`src/rtl/ifetch_ctrl_if.sv`:
```
// ifetch_ctrl_if: ROM port, redirect input and decode handshake of the fetch sequencer.
interface ifetch_ctrl_if #(parameter int ADDR_W = 7) ();
    logic [ADDR_W-1:0] rom_address;
    logic              rom_en;
    logic [31:0]       rom_data;
    logic              redirect_valid;
    logic [ADDR_W-1:0] redirect_pc;
    logic              inst_valid;
    logic              inst_ready;
    logic [31:0]       inst_out;
    logic [ADDR_W-1:0] inst_pc;
    modport master (
        output rom_address, rom_en, inst_valid, inst_out, inst_pc,
        input  rom_data, redirect_valid, redirect_pc, inst_ready
    );
    modport slave (
        input  rom_address, rom_en, inst_valid, inst_out, inst_pc,
        output rom_data, redirect_valid, redirect_pc, inst_ready
    );
endinterface

```
`src/rtl/ifetch_ctrl.sv`:
```
// ifetch_ctrl: instruction-fetch sequencer with one-entry output buffer, redirects, end-of-ROM halt and fault.
module ifetch_ctrl #(
    parameter int ADDR_W    = 7,
    parameter int ROM_BYTES = 128,
    parameter int RESET_PC  = 0,
    parameter int CNT_W     = 16
) (
    input  logic             clk,
    input  logic             rst,
    input  logic             start,
    ifetch_ctrl_if.master    bus,
    output logic             done,
    output logic             fault,
    output logic [CNT_W-1:0] fetch_count
);
    localparam logic [1:0] S_IDLE  = 2'd0;
    localparam logic [1:0] S_RUN   = 2'd1;
    localparam logic [1:0] S_DONE  = 2'd2;
    localparam logic [1:0] S_FAULT = 2'd3;
    localparam logic [ADDR_W:0] LAST = (ADDR_W+1)'(ROM_BYTES - 4);
    // One extra PC bit so stepping past the last word never aliases back to address 0.
    logic [1:0]        state;
    logic [ADDR_W:0]   pc_q;
    logic              valid_q;
    logic [31:0]       data_q;
    logic [ADDR_W-1:0] ipc_q;
    logic              redir;
    logic              past_end;
    logic              accept;
    logic              fetch;
    assign redir    = (state == S_RUN || state == S_DONE) && bus.redirect_valid;
    assign past_end = pc_q > LAST;
    assign accept   = bus.inst_valid & bus.inst_ready;
    assign fetch    = state == S_RUN && !past_end && !redir && (!valid_q || bus.inst_ready);
    assign bus.rom_address = pc_q[ADDR_W-1:0];
    assign bus.rom_en      = state == S_RUN && !past_end;
    assign bus.inst_valid  = valid_q && state != S_FAULT;
    assign bus.inst_out    = data_q;
    assign bus.inst_pc     = ipc_q;
    assign done  = state == S_DONE;
    assign fault = state == S_FAULT;
    always_ff @(posedge clk) begin
        if (rst) begin
            state       <= S_IDLE;
            pc_q        <= (ADDR_W+1)'(RESET_PC);
            valid_q     <= 1'b0;
            data_q      <= '0;
            ipc_q       <= '0;
            fetch_count <= '0;
        end else begin
            if (accept && !redir && fetch_count != '1)
                fetch_count <= fetch_count + 1'b1;
            if (redir) begin
                valid_q <= 1'b0;
                if (bus.redirect_pc[1:0] != 2'b00) begin
                    state <= S_FAULT;
                end else begin
                    pc_q  <= {1'b0, bus.redirect_pc};
                    state <= ({1'b0, bus.redirect_pc} > LAST) ? S_DONE : S_RUN;
                end
            end else if (fetch) begin
                data_q  <= bus.rom_data;
                ipc_q   <= pc_q[ADDR_W-1:0];
                valid_q <= 1'b1;
                pc_q    <= pc_q + (ADDR_W+1)'(4);
            end else begin
                if (accept)
                    valid_q <= 1'b0;
                if (state == S_IDLE && start)
                    state <= S_RUN;
                if (state == S_RUN && past_end)
                    state <= S_DONE;
            end
        end
    end
endmodule

```
`src/flat_wrapper.sv`:
```
// flat-port wrapper written by rule: the top's interface ports become plain ports
module ifetch_ctrl_flat 
#(
    parameter int ADDR_W    = 7,
    parameter int ROM_BYTES = 128,
    parameter int RESET_PC  = 0,
    parameter int CNT_W     = 16
)
  (clk, rst, start, done, fault, fetch_count, bus_rom_address, bus_rom_en, bus_inst_valid, bus_inst_out, bus_inst_pc, bus_rom_data, bus_redirect_valid, bus_redirect_pc, bus_inst_ready);
  ifetch_ctrl_if #(.ADDR_W(ADDR_W)) bus_i ();
  input  logic clk;
  input  logic rst;
  input  logic start;
  output logic done;
  output logic fault;
  output logic [CNT_W-1:0] fetch_count;
  output wire logic [$bits(bus_i.rom_address)-1:0] bus_rom_address;
  output wire logic [$bits(bus_i.rom_en)-1:0] bus_rom_en;
  output wire logic [$bits(bus_i.inst_valid)-1:0] bus_inst_valid;
  output wire logic [$bits(bus_i.inst_out)-1:0] bus_inst_out;
  output wire logic [$bits(bus_i.inst_pc)-1:0] bus_inst_pc;
  input wire logic [$bits(bus_i.rom_data)-1:0] bus_rom_data;
  input wire logic [$bits(bus_i.redirect_valid)-1:0] bus_redirect_valid;
  input wire logic [$bits(bus_i.redirect_pc)-1:0] bus_redirect_pc;
  input wire logic [$bits(bus_i.inst_ready)-1:0] bus_inst_ready;
  assign bus_rom_address = bus_i.rom_address;
  assign bus_rom_en = bus_i.rom_en;
  assign bus_inst_valid = bus_i.inst_valid;
  assign bus_inst_out = bus_i.inst_out;
  assign bus_inst_pc = bus_i.inst_pc;
  assign bus_i.rom_data = bus_rom_data;
  assign bus_i.redirect_valid = bus_redirect_valid;
  assign bus_i.redirect_pc = bus_redirect_pc;
  assign bus_i.inst_ready = bus_inst_ready;
  ifetch_ctrl #(.ADDR_W(ADDR_W), .ROM_BYTES(ROM_BYTES), .RESET_PC(RESET_PC), .CNT_W(CNT_W)) u_core (.clk(clk), .rst(rst), .start(start), .bus(bus_i), .done(done), .fault(fault), .fetch_count(fetch_count));
endmodule
```
`config.mk`:
```
export PLATFORM = sky130hd
export DESIGN_NAME = ifetch_ctrl_flat
export DESIGN_NICKNAME = d
export VERILOG_FILES = /design/src/rtl/ifetch_ctrl_if.sv /design/src/rtl/ifetch_ctrl.sv /design/src/flat_wrapper.sv
export SDC_FILE = /design/constraint.sdc
export NUM_CORES = 1
export LEC_CHECK = 0
export CORE_MARGIN = 3
export CORE_UTILIZATION = 34
export CTS_CLUSTER_SIZE = 8
export DETAILED_ROUTE_END_ITERATION = 12
export GPL_ROUTABILITY_DRIVEN = 1
export HOLD_SLACK_MARGIN = 0.05
export PLACE_DENSITY = 0.62
export SLEW_MARGIN = 10
export SYNTH_ARGS = -nofsm -noshare
export SYNTH_HDL_FRONTEND = slang
export SYNTH_SLANG_ARGS = --single-unit
export TNS_END_PERCENT = 20
```
`constraint.sdc`:
```
create_clock -name clk -period 2 [get_ports clk]
set_input_delay 0.2 -clock clk [delete_from_list [all_inputs] [get_ports clk]]
set_output_delay 0.2 -clock clk [all_outputs]
set_load 0.01 [all_outputs]
```
==> flow_summary.toml <==
[status]
status = "finished, final reports clean"

[clock_tree]
clk_pin_slew_ps = 80
post_cts_buffers = 0
h-tree-depth = 3
clk_latency_ps = 340
cts_tree = "done"
numCtsBuffers = 9
clock_path_buffers = 2
postCtsHoldBufs = 0
cts_sinks = 66
cts_root_buffer = "clkbuf_8"

[power]
power.leakage_uw = 0.001562
power_uw = 3979
power_frac_clock = 0.284
p_int_uw = 2721
p_switching_uw = 1258
ir_worst_vdd_v = 0.0003311
power.density_mw_per_mm2 = 923.3
p_comb_frac = 0.324
p_seq_frac = 0.392
switching_share = 0.3161

[sta]
fmax_ghz = 0.5152
finalCriticalPeriod_ps = 1941
hold_viol = 0
relSlewSlack = 0.6688
period_share = 0.9704
tightest_slew_ps = 496.8
skew_ps = 8.010
setup_viol = 0
fin_ws_ps = 59.15
finalMaxSlewViolations = 0
grt_setup_unrepaired = "yes"

[worst_setup_path]
path_buf_inv = 1
slowest_stage = "dfxtp_1"
path_max_fanout = 5
crit_path_end_kind = "primary output"
rr_endpoint = "u_core.fetch_count[7]"
worstPathCellList = "ha_2 > nand3_1 > o21ba_2 > and2_1 > dlygate4sd2_1"
r2r_start = "u_core.state[0]"
crit_family = "flip-flops"
cp.required_ps = 1800
crit_arrival_ps = 1740
critical_path_class = "reg -> out"
r2r_setup_slack_ps = 140
crit_path_max_incr_delay_ps = 340
rr_worst_depth = 6
startpoint_type = "register"
path_depth = 5

[die]
start_util = 0.3583
die_x_um = 97.40
io-pin-count = 110
core_area_mm2 = 0.007928
row_count = 32
die_h_um = 97.40
die_area_mm2 = 0.009487

[layout]
num_antenna_cells = 0
fin_nets = 507
nFillCells = 773
synthToLayoutAreaGrowth_pct = 51.72
drive_gt1_frac = 0.1126

[route]
via_count = 2730
antenna_left = 0
routed_via_density = 4.840
drt-total-wl_mm = 7.865
drtIter0Drc = 123
remaining_drc_errors = 0
first_pass_iters = 4
wl_per_cell_um = 13.95

[flow_run]
drv_cap = 0

[yosys]
synthSimpleGateAreaFrac = 0.2652
async_flop_share = 0
synth_compound_area_frac = 0.1471
synthesis.nets = 396
synth_top_family_by_area = "simple AND/OR/NAND/NOR gates"
avgSynthCellArea_um2 = 8.209
synthAdderAreaFrac = 0.02643
synth_largest_area_cell = "dfxtp_1"
ys_types = 47
synth_edf_count = 0
synth-xor-area-share = 0.03392
syn_area_mm2 = 0.002840
synthMuxAreaShare = 0.01278
synth-seq-cells = 66
synth-main-ff-cell = "dfxtp_1"
syn_inst = 346
seq_area_frac_synth = 0.4652
yosys_warnings = 0
yosysTopAreaCellShare = 0.4652
synthTopCellsByArea = "dfxtp_1 47%, nand2_1 12%, a21oi_1 8.6%"

[placement]
gp_congestion = 0.8400
place_ws_ps = -15.79
port_buffers = 109
dp_hpwl_mm = 5.570

[hold_path]
hold_end = "u_core.fetch_count[14]"
hp-class = "in -> reg"
hp-start = "rst"
min_path_cells = 2

[grt]
track_usage = 0.1598
grt_pass1_wl_mm = 12.63
grt_max_degree = 40
antenna_found_initial = 0
grt_pass1_vias = 2551
gr-total-overflow = 0
-- synth_stat cells, types with 3 or more instances --
master     n
a21oi_1   49
and2_1     5
buf_2      7
buf_4      7
clkbuf_1  12
dfxtp_1   66
ha_1       6
nand2_1   94
nand2b_1   3
nand3_1    7
nand4_1    4
nor2_1    18
nor2b_1    4
nor3_1     7
nor4_1     3
o21ai_0    4
or3_1      3
xnor2_1   11
-- flip-flops by register name, indices dropped and copies added (netlist names) --
register	count
u_core.valid_q	1
u_core.bus.inst_pc	7
u_core.state	2
u_core.bus.inst_out	32
u_core.fetch_count	16
u_core.pc_q	8
-- power groups by stage --
stage          Sequential [uW]  Combinational (uW)  Clock (uW)
6_report                  1560                1290        1130
5_1_grt                   1580                1410        1230
3_3_place_gp              1580                1220           0
2_1_floorplan             1650                 579           0
3_5_place_dp              1590                1240           0
4_1_cts                   1560                1240        1170
-- layout make-up --
cell class	count	area, um^2	share of cell area
sequential	66	1323	0.3069
multi-input combinational	252	1393	0.3232
inverter	2	7.507	0.001742
timing repair buffer	126	1255	0.2912
tap	102	127.6	0.02962
clock inverter	6	66.31	0.01539
clock buffer	10	137.6	0.03194
-- timing repair --
item | in CTS | in global routing
gates resized for setup | 2 | 6
hold endpoints to repair | 0 | 0
cloned | 0 | 1
setup endpoints to repair | 5 | 44
-- cell families after synthesis --
family,count (synthesis)
and+or+nand+nor,160
AOI/OAI and AO/OA,72
DFF,66
buffers and inverters,28
xor gates and xnor gates,11
adders and majority gates,6
muxes,3
-- stage by stage --
step	hold WS (ps)	setup TNS [ps]	cell area (um^2)	cells	util
6_report	309.0	0	4309	564	0.5436
4_1_cts	303.4	0	4272	563	0.5388
2_1_floorplan	336.0	0	2840	346	-
3_3_place_gp	441.0	0	4066	547	0.5129
3_5_place_dp	445.9	-15.79	4066	547	0.5129
5_1_grt	316.2	-19.37	4309	564	0.5436
-- how the worst max path moves through the flow --
stage | end | start | slack (ps)
after floorplan | u_core.fetch_count[7] | u_core.fetch_count[0] | 160
after global placement | u_core.fetch_count[7] | bus_inst_ready | 60
after detailed placement | u_core.bus.inst_out[14] | u_core.state[0] | -20
after CTS | bus_rom_en | u_core.pc_q[2] | 30
after global routing | u_core.pc_q[4] | u_core.state[1] | -10
final | bus_rom_en | u_core.pc_q[2] | 60
-- metal layers --
metal  wire [um]  track usage
met5           0            0
met4          87      0.05112
met3         466      0.03877
met2        3583       0.2499
met1        3727       0.2169
-- layout by cell type, fill, tap and decap left out, types with 3 or more instances in the layout --
master	n
clkdlybuf4s50_1	107
nand2_1	93
dfxtp_1	65
a21oi_1	49
nor2_1	18
buf_4	14
xnor2_1	11
clkbuf_8	10
nand3_1	7
nor3_1	7
ha_1	5
and2_1	4
nor2b_1	4
o21ai_0	4
nand4_1	4
nand2b_1	3
or3_1	3
nor4_1	3
clkinvlp_4	3
(Power assumes the default switching activity.)
